File: src/rtl/student_fir_sched_pkg.sv
// Shared types and helpers for the FIR sample sequencer.
package student_fir_sched_pkg;

  // Sequencer states: wait for work, strobe the FIR, wait for its result.
  typedef enum logic [1:0] {
    IDLE  = 2'd0,
    ISSUE = 2'd1,
    WAIT  = 2'd2
  } sched_state_t;

  // Origin of a sample, carried through to the result tag.
  typedef enum logic {
    SRC_STREAM = 1'b0,
    SRC_SW     = 1'b1
  } sched_src_t;

  localparam int DROP_CNT_W = 16;

  // Increment that sticks at all-ones instead of wrapping.
  function automatic logic [DROP_CNT_W-1:0] sat_inc(input logic [DROP_CNT_W-1:0] v);
    return (v == {DROP_CNT_W{1'b1}}) ? v : v + DROP_CNT_W'(1);
  endfunction

endpackage

File: src/rtl/student_fir_sched_fifo.sv
// Small synchronous first-word-fall-through FIFO for the audio stream.
// The head entry is read combinationally so the sequencer can load it on
// the same edge that pops it.
module student_fir_sched_fifo #(
  parameter int WIDTH = 16,
  parameter int DEPTH = 4
) (
  input  logic                         clk_i,
  input  logic                         rst_i,
  input  logic                         push_i,
  input  logic [WIDTH-1:0]             data_i,
  input  logic                         pop_i,
  output logic [WIDTH-1:0]             data_o,
  output logic                         full_o,
  output logic                         empty_o,
  output logic [$clog2(DEPTH+1)-1:0]   level_o
);

  localparam int AW = $clog2(DEPTH);
  localparam int LW = $clog2(DEPTH + 1);

  logic [WIDTH-1:0] r_mem [DEPTH];
  logic [AW-1:0]    r_wr_ptr;
  logic [AW-1:0]    r_rd_ptr;
  logic [LW-1:0]    r_count;
  logic             w_push;
  logic             w_pop;

  assign full_o  = (r_count == LW'(DEPTH));
  assign empty_o = (r_count == '0);
  assign level_o = r_count;
  assign data_o  = r_mem[r_rd_ptr];

  // Requests are qualified here as well, so a push at full or a pop at
  // empty can never corrupt the pointers.
  assign w_push = push_i && !full_o;
  assign w_pop  = pop_i && !empty_o;

  // Storage: contents are only meaningful below the count, so no reset.
  always_ff @(posedge clk_i) begin
    if (w_push) begin
      r_mem[r_wr_ptr] <= data_i;
    end
  end

  // Pointers and occupancy; DEPTH is a power of two so pointers wrap freely.
  always_ff @(posedge clk_i) begin
    if (rst_i) begin
      r_wr_ptr <= '0;
      r_rd_ptr <= '0;
      r_count  <= '0;
    end else begin
      if (w_push) begin
        r_wr_ptr <= r_wr_ptr + AW'(1);
      end
      if (w_pop) begin
        r_rd_ptr <= r_rd_ptr + AW'(1);
      end
      case ({w_push, w_pop})
        2'b10:   r_count <= r_count + LW'(1);
        2'b01:   r_count <= r_count - LW'(1);
        default: r_count <= r_count;
      endcase
    end
  end

endmodule

File: src/rtl/student_fir_sched.sv
// Sequencer in front of the FIR: merges a buffered sample stream with a
// software-injected sample slot, strobes one sample at a time into the FIR,
// waits (bounded) for the result and holds it on a valid/ready output.
module student_fir_sched
  import student_fir_sched_pkg::*;
#(
  parameter int DATA_SIZE         = 16,
  parameter int DATA_SIZE_FIR_OUT = 24,
  parameter int FIFO_DEPTH        = 4,
  parameter int TIMEOUT_CYCLES    = 2048
) (
  input  logic                               clk_i,
  input  logic                               rst_i,
  input  logic                               en_i,
  input  logic                               clr_i,
  input  logic [DATA_SIZE-1:0]               s_sample_i,
  input  logic                               s_valid_i,
  output logic                               s_ready_o,
  input  logic [DATA_SIZE-1:0]               sw_sample_i,
  input  logic                               sw_req_i,
  output logic                               sw_pending_o,
  output logic                               fir_strobe_o,
  output logic [DATA_SIZE-1:0]               fir_sample_o,
  input  logic                               fir_valid_i,
  input  logic [DATA_SIZE_FIR_OUT-1:0]       fir_y_i,
  output logic [DATA_SIZE_FIR_OUT-1:0]       m_y_o,
  output logic                               m_src_o,
  output logic                               m_valid_o,
  input  logic                               m_ready_i,
  output logic [$clog2(FIFO_DEPTH+1)-1:0]    fifo_level_o,
  output logic                               busy_o,
  output logic                               timeout_o,
  output logic [DROP_CNT_W-1:0]              drop_cnt_o
);

  localparam int CNT_W = $clog2(TIMEOUT_CYCLES);

  sched_state_t                   r_state;
  sched_state_t                   w_state_next;
  sched_src_t                     r_src;
  sched_src_t                     r_m_src;
  logic                           r_ready_en;
  logic                           r_sw_pending;
  logic [DATA_SIZE-1:0]           r_sw_sample;
  logic [DROP_CNT_W-1:0]          r_drop_cnt;
  logic                           r_timeout;
  logic [DATA_SIZE-1:0]           r_fir_sample;
  logic [CNT_W-1:0]               r_wait_cnt;
  logic [DATA_SIZE_FIR_OUT-1:0]   r_m_y;
  logic                           r_m_valid;

  logic                           w_fifo_full;
  logic                           w_fifo_empty;
  logic [DATA_SIZE-1:0]           w_fifo_data;
  logic [$clog2(FIFO_DEPTH+1)-1:0] w_fifo_level;
  logic                           w_push;
  logic                           w_pop;
  logic                           w_issue;
  logic                           w_sel_sw;
  logic                           w_sw_issue;
  logic                           w_capture;
  logic                           w_timeout;
  logic                           w_drop;

  // ---------------------------------------------------------------------
  // Stream buffer
  // ---------------------------------------------------------------------
  // s_ready_o is held low while in reset and for the first edge after it,
  // and otherwise only reflects registered FIFO state.
  assign s_ready_o = r_ready_en && !w_fifo_full;
  assign w_push    = s_valid_i && s_ready_o;
  assign w_pop     = w_issue && !w_sel_sw;

  student_fir_sched_fifo #(
    .WIDTH (DATA_SIZE),
    .DEPTH (FIFO_DEPTH)
  ) u_fifo (
    .clk_i   (clk_i),
    .rst_i   (rst_i),
    .push_i  (w_push),
    .data_i  (s_sample_i),
    .pop_i   (w_pop),
    .data_o  (w_fifo_data),
    .full_o  (w_fifo_full),
    .empty_o (w_fifo_empty),
    .level_o (w_fifo_level)
  );

  // Stream-accept enable, released one edge after reset deasserts.
  always_ff @(posedge clk_i) begin
    if (rst_i) begin
      r_ready_en <= 1'b0;
    end else begin
      r_ready_en <= 1'b1;
    end
  end

  // ---------------------------------------------------------------------
  // Arbitration: software wins unless it also won last time and stream
  // data is waiting, which makes the two sources alternate under load.
  // ---------------------------------------------------------------------
  assign w_sel_sw   = r_sw_pending && !((r_src == SRC_SW) && !w_fifo_empty);
  assign w_sw_issue = w_issue && w_sel_sw;
  // A new request only counts as a drop if it replaces a sample that is
  // not being issued on this very edge.
  assign w_drop     = sw_req_i && r_sw_pending && !w_sw_issue;

  // ---------------------------------------------------------------------
  // FSM
  // ---------------------------------------------------------------------
  // State register.
  always_ff @(posedge clk_i) begin
    if (rst_i) begin
      r_state <= IDLE;
    end else begin
      r_state <= w_state_next;
    end
  end

  // Next state and the single-cycle decision strobes.
  always_comb begin
    w_state_next = r_state;
    w_issue      = 1'b0;
    w_capture    = 1'b0;
    w_timeout    = 1'b0;
    case (r_state)
      IDLE: begin
        // An unconsumed result blocks issue, so it can never be overwritten.
        if (en_i && (r_sw_pending || !w_fifo_empty) && (!r_m_valid || m_ready_i)) begin
          w_issue      = 1'b1;
          w_state_next = ISSUE;
        end
      end
      ISSUE: begin
        w_state_next = WAIT;
      end
      WAIT: begin
        if (fir_valid_i) begin
          w_capture    = 1'b1;
          w_state_next = IDLE;
        end else if (r_wait_cnt == CNT_W'(TIMEOUT_CYCLES - 1)) begin
          w_timeout    = 1'b1;
          w_state_next = IDLE;
        end
      end
      default: begin
        w_state_next = IDLE;
      end
    endcase
  end

  assign fir_strobe_o = (r_state == ISSUE);
  assign busy_o       = (r_state != IDLE);

  // Sample and source selected on the issue edge; both hold until the next issue.
  always_ff @(posedge clk_i) begin
    if (rst_i) begin
      r_fir_sample <= '0;
      r_src        <= SRC_STREAM;
    end else if (w_issue) begin
      r_fir_sample <= w_sel_sw ? r_sw_sample : w_fifo_data;
      r_src        <= w_sel_sw ? SRC_SW : SRC_STREAM;
    end
  end

  // WAIT-cycle counter: cleared while strobing, counts every WAIT cycle.
  always_ff @(posedge clk_i) begin
    if (rst_i) begin
      r_wait_cnt <= '0;
    end else if (r_state == WAIT) begin
      r_wait_cnt <= r_wait_cnt + CNT_W'(1);
    end else begin
      r_wait_cnt <= '0;
    end
  end

  // ---------------------------------------------------------------------
  // Software slot and drop counter
  // ---------------------------------------------------------------------
  // A request always lands in the slot; issuing only empties it when no
  // new request arrives on the same edge.
  always_ff @(posedge clk_i) begin
    if (rst_i) begin
      r_sw_pending <= 1'b0;
      r_sw_sample  <= '0;
    end else if (sw_req_i) begin
      r_sw_pending <= 1'b1;
      r_sw_sample  <= sw_sample_i;
    end else if (w_sw_issue) begin
      r_sw_pending <= 1'b0;
    end
  end

  // Saturating drop count; a simultaneous drop beats a clear.
  always_ff @(posedge clk_i) begin
    if (rst_i) begin
      r_drop_cnt <= '0;
    end else if (w_drop) begin
      r_drop_cnt <= sat_inc(r_drop_cnt);
    end else if (clr_i) begin
      r_drop_cnt <= '0;
    end
  end

  // Sticky timeout flag; a simultaneous timeout beats a clear.
  always_ff @(posedge clk_i) begin
    if (rst_i) begin
      r_timeout <= 1'b0;
    end else if (w_timeout) begin
      r_timeout <= 1'b1;
    end else if (clr_i) begin
      r_timeout <= 1'b0;
    end
  end

  // ---------------------------------------------------------------------
  // Result register
  // ---------------------------------------------------------------------
  // Capture the FIR result with its tag and hold it until accepted.
  always_ff @(posedge clk_i) begin
    if (rst_i) begin
      r_m_y     <= '0;
      r_m_src   <= SRC_STREAM;
      r_m_valid <= 1'b0;
    end else if (w_capture) begin
      r_m_y     <= fir_y_i;
      r_m_src   <= r_src;
      r_m_valid <= 1'b1;
    end else if (r_m_valid && m_ready_i) begin
      r_m_valid <= 1'b0;
    end
  end

  assign sw_pending_o = r_sw_pending;
  assign fir_sample_o = r_fir_sample;
  assign m_y_o        = r_m_y;
  assign m_src_o      = r_m_src;
  assign m_valid_o    = r_m_valid;
  assign fifo_level_o = w_fifo_level;
  assign timeout_o    = r_timeout;
  assign drop_cnt_o   = r_drop_cnt;

endmodule

File: config.mk
export PLATFORM = sky130hd
export DESIGN_NAME = student_fir_sched
export DESIGN_NICKNAME = d
export VERILOG_FILES = /design/src/rtl/student_fir_sched_pkg.sv /design/src/rtl/student_fir_sched_fifo.sv /design/src/rtl/student_fir_sched.sv
export SDC_FILE = /design/constraint.sdc
export NUM_CORES = 1
export LEC_CHECK = 0
export CAP_MARGIN = 20
export CORE_MARGIN = 2
export CORE_UTILIZATION = 55
export DETAILED_ROUTE_END_ITERATION = 6
export PLACE_DENSITY = 0.91
export SLEW_MARGIN = 20
export SYNTH_ARGS = -nofsm -noshare
export SYNTH_HDL_FRONTEND = slang
export SYNTH_HIERARCHICAL = 1
export SYNTH_SLANG_ARGS = --single-unit
File: constraint.sdc
create_clock -name clk_i -period 5.1 [get_ports clk_i]
set_input_delay 1.02 -clock clk_i [delete_from_list [all_inputs] [get_ports clk_i]]
set_output_delay 1.02 -clock clk_i [all_outputs]
set_load 0.01 [all_outputs]
==> results.yml, run 1 <==
grt:
  grt_overflow_total: 0
  grt_pass1_vias: 5004
  grt_pass1_wl_um: 24400
  grt_start_max_net_pins: 47
  grt_antenna_before_repair: 0
  grtUsageTotal_pct: 24.27
placement:
  post-place-cells: 836
  io_buffers: 129
  hpwl_um: 10490
  dpl_cell_area_mm2: 0.008018
  gp_congestion: 0.8109
finish:
  area_growth_pct: 28.62
  antennaDiodeCount: 0
  register_area_mm2: 0.003924
  layout-drive-gt1-share_pct: 8.738
  design_area_mm2: 0.008632
  n_fill_cell: 801
  layoutNonFillerInstCount: 868
  final_util_pct: 72.17
  multi_input_area_mm2: 0.002545
  final_nets: 780
clock_network:
  cts_made_buffers: 17
  cts_root_buffer: "clkbuf_16"
  clock-sinks: 164
  ctsResizeCount: 0
  h-tree-depth: 4
  clock_latency_ns: 0.43
  cts_tree: "yes"
  cts_buffer_depth: 2
  hold_buffers: 0
  clk_pin_slew_ns: 0.06
  post-cts-setup-buffers: 0
critical_path:
  crit_slowest_cell: "clkdlybuf4s50_1"
  worstPathMaxFanout: 35
  cpPeakStageDelay_ns: 0.47
  required_ns: 5.46
  path_cells: "clkdlybuf4s50_1, nor3b_2, and3_1, buf_4, and2_1, o31ai_1, inv_1, ha_1, inv_1, fa_1, xor2_1, or3_1, a21oi_1"
  critPathLaunchType: "input port"
  timing.critical_path.mode_cell: "inv_1"
  end_kind: "register"
  worst-endpoint-arrival_ns: 3.98
  crit_type: "in2reg"
yosys:
  synth-edff-count: 64
  ys_top_cells_by_area: "dfxtp_1 30%, edfxtp_1 29%, nand2_1 4.9%, mux2i_1 3.6%, mux4_2 3.4%"
  yosysSeqAreaShare_pct: 58.46
  ys_ff_latch: 164
  synth_cell_type_count: 54
  yosysTopAreaCell: "dfxtp_1"
  synth_most_common_cell: "dfxtp_1"
  netlist_area_mm2: 0.006711
  synth_top_area_share_pct: 29.83
  async_flop_share_pct: 0
  synthCells: 591
  synthFlopType: "dfxtp_1"
  synth_commonest_cells: "100 x dfxtp_1, 87 x nand2_1, 64 x edfxtp_1"
  syn-num-nets: 663
  ys_warn_count: 6
  avgSynthCellArea_um2: 11.36
sta:
  rsz0062_at_grt: "false"
  final-setup-viol-count: 0
  hold_viol_final: 0
  post-route-period-util_pct: 71.04
  worst_slew_pin_slew_ns: 1.029
  fmax_ghz: 0.2760
  drv_slew: 0
  min_period_ns: 3.623
  skew_ns: 0.008145
  relSlewSlack_pct: 31.41
  tns_ns: 0
run_status:
  status: "completed"
die:
  die_area_mm2: 0.01310
  die_y_um: 114.5
  die_w_um: 114.5
  start_util_pct: 56.11
  io-pin-count: 130
  rows: 40
  core_region_area_mm2: 0.01196
route:
  drcViolationCount: 0
  ant_nets: 0
  vias: 5074
  routedWlPerCell_um: 17.67
  drt-pass1-iter-count: 5
  routed_via_density: 5.846
  drt_iter0_drc: 327
  totalWireLength_um: 15340
power:
  power_density_mw_per_mm2: 352.0
  p_leak_uw: 0.002965
  ir_drop_mv: 0.2283
worst_hold_path:
  hold_path_class: "reg2reg"
run:
  cap_violations: 0
cells in the final DEF (no fill, tap or decap), types with 8 or more instances in the layout:
cell	count
clkbuf_16	17
mux2i_1	24
nand4_1	9
clkdlybuf4s50_1	128
inv_1	12
a21oi_1	38
a311oi_1	16
nand3_1	29
and2_1	8
nor2_1	54
nand2b_1	9
dfxtp_1	100
edfxtp_1	64
mux4_2	10
nand2_1	87
power by group:
part	leakage, µW	internal, µW	switching (µW)
logic	0.00127	144	130
clock network	0.000298	781	540
registers	0.00139	1410	36.7
area by class of cell:
cell class | count | area share, %
clock inverters | 15 | 2.189
well taps | 147 | 2.131
multi-input cells | 379 | 29.48
clock buffers | 17 | 4.928
flip-flops and latches | 164 | 45.46
repair buffers | 133 | 15.25
inverters | 13 | 0.5653
worst paths after layout:
kind                              from  cells after the start                             end  slack (ns)
max                               en_i                     13  u_fifo/level_o[2]$_SDFFE_PP0P_        1.48
min             m_y_o[20]$_SDFFE_PP0P_                      2          m_y_o[20]$_SDFFE_PP0P_        0.46
max reg2reg  sw_pending_o$_SDFFE_PP0P_                     12  u_fifo/level_o[2]$_SDFFE_PP0P_        1.74
min reg2reg     m_y_o[20]$_SDFFE_PP0P_                      2          m_y_o[20]$_SDFFE_PP0P_        0.46
critical path, delay by kind of cell:
family          cells  cell delay, ns
buf+inv             4            0.97
xor+xnor            1            0.17
simple gates        4            1.02
fa+ha+maj           2            0.57
compound gates      2            0.24
metal layers:
metal	global-route usage, %	wire length (µm)	up-vias
met5	0	0	-
met4	10.89	336	0
met3	5.770	973	31
met2	42.64	7919	191
met1	28.15	6113	2468
li1	-	-	2384
registers in the layout (all words and copies together) (netlist names), named ones only:
register	count
u_fifo/r_mem	64
r_ready_en	1
fir_sample_o	16
m_y_o	24
drop_cnt_o	16
r_wait_cnt	11
u_fifo/r_wr_ptr	2
timeout_o	1
r_sw_sample	16
sw_pending_o	1
r_state	2
m_valid_o	1
m_src_o	1
r_src	1
u_fifo/level_o	3
u_fifo/r_rd_ptr	2
cells by family (layout without fill, tap and decap cells):
family,count (synthesis),after routing,share of synthesized area [%]
buffers and inverters,48,178,3.617
AO/OA/AOI/OAI,78,78,7.718
adder cells (fa/ha/maj),8,8,1.603
XOR/XNOR,11,11,1.435
flip-flops,164,164,58.46
multiplexers,41,41,9.452
AND/OR/NAND/NOR,241,241,17.71
metrics by stage:
stage | power [µW] | hold slack, ns | setup WS (ns)
final | 3039 | 0.4571 | 1.477
after global routing | 3135 | 0.4748 | 1.350
after CTS | 3058 | 0.4573 | 1.547
after detailed placement | 1745 | 0.4482 | 1.115
after global placement | 1731 | 0.4401 | 1.241
after floorplan | 1604 | 0.4297 | 1.719
No activity file was read; power rests on OpenSTA's default activity.
==> inputs of run 2 (changes only) <==
--- a/config.mk
+++ b/config.mk
@@ -7,9 +7,9 @@
 export LEC_CHECK = 0
 export CAP_MARGIN = 20
 export CORE_MARGIN = 2
-export CORE_UTILIZATION = 55
+export CORE_UTILIZATION = 52
 export DETAILED_ROUTE_END_ITERATION = 6
-export PLACE_DENSITY = 0.91
+export PLACE_DENSITY = 0.87
 export SLEW_MARGIN = 20
 export SYNTH_ARGS = -nofsm -noshare
 export SYNTH_HDL_FRONTEND = slang
==> constraint.sdc (replaced) <==
create_clock -name clk_i -period 3.8 [get_ports clk_i]
set_input_delay 0.76 -clock clk_i [delete_from_list [all_inputs] [get_ports clk_i]]
set_output_delay 0.76 -clock clk_i [all_outputs]
set_load 0.01 [all_outputs]
==> run 2 against run 1 <==
Compared with the run above: combinational power is 38% higher; final cell count up 3.1%; wire length increased by 1.8%; power increased by 34%; sequential share of layout area down 0.28 points; clock power grew 34%; worst setup slack lost 0.74 ns; first-iteration DRC count grew 27%; via count barely moved; global-route usage decreased by 1.6 points; critical path depth decreased by 1.
==> results.yml, run 2 (synthesized netlist as in run 1, its figures left out) <==
clock_network:
  clk_pin_slew_ns: 0.06
  post-cts-setup-buffers: 0
  cts_tree: "yes"
  cts_made_buffers: 17
  clock-sinks: 164
  clock_latency_ns: 0.42
  cts_buffer_depth: 2
  hold_buffers: 0
  ctsResizeCount: 0
  h-tree-depth: 4
  cts_root_buffer: "clkbuf_16"
critical_path:
  reg2reg_to: "u_fifo/level_o[2]$_SDFFE_PP0P_"
  worst-endpoint-arrival_ns: 3.41
  end_kind: "register"
  rrSetupSlack_ns: 1.05
  worstPathMaxFanout: 4
  crit_type: "in2reg"
  critPathLaunchType: "input port"
  path_cells: "clkdlybuf4s50_1, nor3b_2, and3_1, and2_1, o31ai_1, inv_1, ha_1, inv_1, fa_1, xor2_1, or3_1, a21oi_1"
  crit_slowest_cell: "clkdlybuf4s50_1"
  r2r_cells: 13
  cpPeakStageDelay_ns: 0.51
  r2r-start: "u_fifo/level_o[0]$_SDFFE_PP0P_"
  timing.critical_path.mode_cell: "inv_1"
  required_ns: 4.15
run:
  cap_violations: 0
route:
  ant_nets: 0
  wl_met1_um: 6149
  met3WireLength_um: 1009
  routedWlPerCell_um: 17.45
  vias: 5077
  top_layer: "met4"
  drt-pass1-iter-count: 5
  drcViolationCount: 0
  routed_via_density: 5.673
  totalWireLength_um: 15620
  wl_met2_um: 8179
  drt_iter0_drc: 416
die:
  rows: 41
  die_w_um: 117.6
  die_y_um: 117.6
  start_util_pct: 53.18
  die_area_mm2: 0.01383
  io-pin-count: 130
  core_region_area_mm2: 0.01262
run_status:
  status: "completed"
grt:
  grt_pass1_wl_um: 24770
  grt_overflow_total: 0
  grt_pass1_vias: 4936
  grtUsageTotal_pct: 22.71
  grt_antenna_before_repair: 0
  grt_start_max_net_pins: 70
worst_hold_path:
  whs_path_depth: 2
  hp-start: "m_y_o[6]$_SDFFE_PP0P_"
  holdPathEnd: "m_y_o[6]$_SDFFE_PP0P_"
  hold_path_class: "reg2reg"
finish:
  final_util_pct: 68.85
  layoutNonFillerInstCount: 895
  mostFrequentLayoutCells: "128 x clkdlybuf4s50_1, 99 x dfxtp_1, 87 x nand2_1"
  register_area_mm2: 0.003925
  antennaDiodeCount: 0
  final_nets: 782
  multi_input_area_mm2: 0.002545
  n_fill_cell: 889
  largest_reg_flops: 64
  layout-drive-gt1-share_pct: 8.852
  final_common_cell: "clkdlybuf4s50_1"
  area_growth_pct: 29.46
  largest_register: "u_fifo/r_mem"
placement:
  hpwl_um: 10460
  io_buffers: 129
  gp_congestion: 0.8192
  post-place-cells: 863
sta:
  skew_ns: 0.006198
  min_period_ns: 3.064
  worst_slew_pin_slew_ns: 0.9609
  hold_ws_ns: 0.4546
  drv_slew: 0
  hold_viol_final: 0
  final-setup-viol-count: 0
  fmax_ghz: 0.3264
  relSlewSlack_pct: 35.94
  tns_ns: 0
  post-route-period-util_pct: 80.63
  rsz0062_at_grt: "false"
power:
  p_leak_uw: 0.002964
  p_total_uw: 4086
  power_density_mw_per_mm2: 470.2
  ir_drop_mv: 0.2911
## run 2: area by class of cell
class                      instances  area share, %
sequential                       164          45.18
multi-input combinational        379          29.29
timing repair buffer             135          15.32
clock buffer                      18          5.055
tap                              172          2.477
clock inverter                    14          2.117
inverter                          13         0.5616
## run 2: worst max path at each step
stage	start	to	cells after the start
after floorplan	en_i	u_fifo/level_o[2]$_SDFFE_PP0P_	13
final	en_i	u_fifo/level_o[2]$_SDFFE_PP0P_	12
after global placement	en_i	u_fifo/level_o[2]$_SDFFE_PP0P_	12
after detailed placement	en_i	u_fifo/level_o[2]$_SDFFE_PP0P_	12
after CTS	en_i	u_fifo/level_o[2]$_SDFFE_PP0P_	12
after global routing	en_i	u_fifo/level_o[2]$_SDFFE_PP0P_	12
## run 2: power breakdown
| part | internal, µW | switching, µW |
|---|---|---|
| Sequential | 1890 | 44.3 |
| Combinational | 194 | 184 |
| Clock | 1110 | 665 |
## run 2: metrics by stage
step,worst slack (ns),area [µm²]
after floorplan,0.6793,6711
after global placement,0.5128,8064
after detailed placement,0.4222,8064
after CTS,0.7868,8687
after global routing,0.5915,8688
final,0.7361,8688
## run 2: layer usage
metal	vias up	global-route usage [%]
met1	2439	25.93
li1	2390	-
met3	25	5.523
met2	223	40.84
met4	0	8.961
met5	-	0
## run 2: critical path: cells and delay by family
family          cells  cell delay (ns)
simple gates        4             1.05
xor+xnor            1             0.16
fa+ha+maj           2             0.55
compound gates      2             0.25
buf+inv             3             0.64
==> inputs of run 3 (changes only) <==
==> constraint.sdc (replaced) <==
create_clock -name clk_i -period 3.05 [get_ports clk_i]
set_input_delay 0.61 -clock clk_i [delete_from_list [all_inputs] [get_ports clk_i]]
set_output_delay 0.61 -clock clk_i [all_outputs]
set_load 0.01 [all_outputs]
==> run 3 against run 2 <==
Compared with the run above: clock power is 23% higher; utilization is 0.44 points higher; worst hold slack worse by 0.0019 ns; register-to-register slack worse by 0.58 ns; sequential power is 24% higher; critical path type unchanged; critical endpoint unchanged.
==> results.yml, run 3 (synthesized netlist as in run 1, its figures left out) <==
run_status:
  status: "completed"
clock_network:
  cts_root_buffer: "clkbuf_16"
  cts_tree: "yes"
  post-cts-setup-buffers: 0
  clk_pin_slew_ns: 0.06
  ctsResizeCount: 0
  clock-sinks: 164
  cts_made_buffers: 17
  hold_buffers: 0
  h-tree-depth: 4
  cts_buffer_depth: 2
  clock_latency_ns: 0.42
route:
  vias: 5015
  ant_nets: 0
  drt-pass1-iter-count: 5
  routedWlPerCell_um: 16.80
  routed_via_density: 5.548
  drcViolationCount: 0
  drt_iter0_drc: 463
  totalWireLength_um: 15190
die:
  core_region_area_mm2: 0.01262
  rows: 41
  die_area_mm2: 0.01383
  start_util_pct: 53.18
  die_y_um: 117.6
  io-pin-count: 130
  die_w_um: 117.6
grt:
  met2_usage_pct: 38.81
  met3_usage_pct: 5.620
  grtUsageMet1_pct: 26.84
  grt_start_max_net_pins: 44
  top_usage_layer: "met2"
  grt_pass1_wl_um: 24890
  grtUsageTotal_pct: 22.53
  grt_overflow_total: 0
  grt_antenna_before_repair: 0
  grt_pass1_vias: 5052
critical_path:
  crit_slowest_cell: "clkdlybuf4s50_1"
  timing.critical_path.mode_cell: "inv_1"
  critPathLaunchType: "input port"
  worst-endpoint-arrival_ns: 3.02
  r2r-start: "u_fifo/level_o[2]$_SDFFE_PP0P_"
  cpPeakStageDelay_ns: 0.48
  required_ns: 3.40
  path_cells: "clkdlybuf4s50_1, nor3b_2, and3_1, and2_1, o31ai_1, inv_1, ha_1, inv_1, fa_1, xor2_1, or3_1, a21oi_1"
  worstSetupStartpoint: "en_i"
  crit_type: "in2reg"
  end_kind: "register"
  worstPathMaxFanout: 2
finish:
  layout-drive-gt1-share_pct: 9.973
  mostFrequentLayoutCells: "128 x clkdlybuf4s50_1, 100 x dfxtp_1, 87 x nand2_1"
  final_nets: 791
  final_util_pct: 69.28
  largest_register: "u_fifo/r_mem"
  largest_reg_flops: 64
  area_growth_pct: 30.28
  final_common_cell: "clkdlybuf4s50_1"
  antennaDiodeCount: 0
  n_fill_cell: 895
  design_area_mm2: 0.008743
sta:
  rsz0062_at_grt: "false"
  min_period_ns: 2.676
  post-route-period-util_pct: 87.75
  worst_slack_ns: 0.3736
  worst_slew_pin_slew_ns: 1.013
  skew_ns: 0.004832
  fmax_ghz: 0.3736
  hold_viol_final: 0
  hold_ws_ns: 0.4527
  relSlewSlack_pct: 32.50
  drv_slew: 0
  final-setup-viol-count: 0
power:
  p_leak_uw: 0.003029
  ir_drop_mv: 0.3528
  power_density_mw_per_mm2: 577.7
  p_total_uw: 5051
placement:
  pre_cts_ws_ns: -0.04683
  dpl_cell_area_mm2: 0.008132
  io_buffers: 129
  gp_congestion: 0.8281
  hpwl_um: 10170
worst_hold_path:
  hold_path_class: "reg2reg"
  hp-start: "m_y_o[17]$_SDFFE_PP0P_"
run:
  cap_violations: 0
-- run 3: cell types whose count changed in the layout (fill, tap and decap cells not counted), sizes merged --
cell      previous run  this run
clkbuf              18        22
clkinv               4         7
buf                  7        16
inv                 14        13
clkinvlp             5         0
bufinv               4         3
-- run 3: critical path: cells and delay by family --
kind,cells,cell delay (ns)
AOI/OAI and AO/OA,2,0.25
xor gates and xnor gates,1,0.16
adders and majority gates,2,0.53
buffers and inverters,3,0.61
and+or+nand+nor,4,0.85
-- run 3: area by class of cell --
cell class	count	area [µm²]	area share [%]
clock buffer	22	484.2	5.538
clock inverter	10	127.6	1.460
inverter	13	48.80	0.5581
multi-input combinational	379	2545	29.11
sequential	164	3924	44.88
tap	172	215.2	2.461
timing repair buffer	144	1399	16.00
-- run 3: final timing paths --
kind / cells after the start / to / slack (ns)
setup / recovery: 12 / u_fifo/level_o[2]$_SDFFE_PP0P_ / 0.37
hold / removal: 2 / m_y_o[17]$_SDFFE_PP0P_ / 0.45
setup reg to reg: 12 / u_fifo/level_o[2]$_SDFFE_PP0P_ / 0.47
hold reg to reg: 2 / m_y_o[17]$_SDFFE_PP0P_ / 0.45
-- run 3: power by group --
| group | leakage [µW] | internal, µW | switching (µW) |
|---|---|---|---|
| registers | 0.00139 | 2350 | 46.0 |
| logic | 0.00133 | 249 | 230 |
| clock network | 0.000307 | 1370 | 808 |
-- run 3: layer usage --
metal	part of all wire, %	vias up
met5	0	-
met4	2.3	0
met3	6.4	29
met2	50	202
met1	41	2386
li1	-	2398
-- run 3: metrics by stage --
step | instances | TNS [ns]
2_1_floorplan | 591 | 0
3_3_place_gp | 872 | 0
3_5_place_dp | 872 | -0.04683
4_1_cts | 904 | 0
5_1_grt | 904 | 0
6_report | 904 | 0
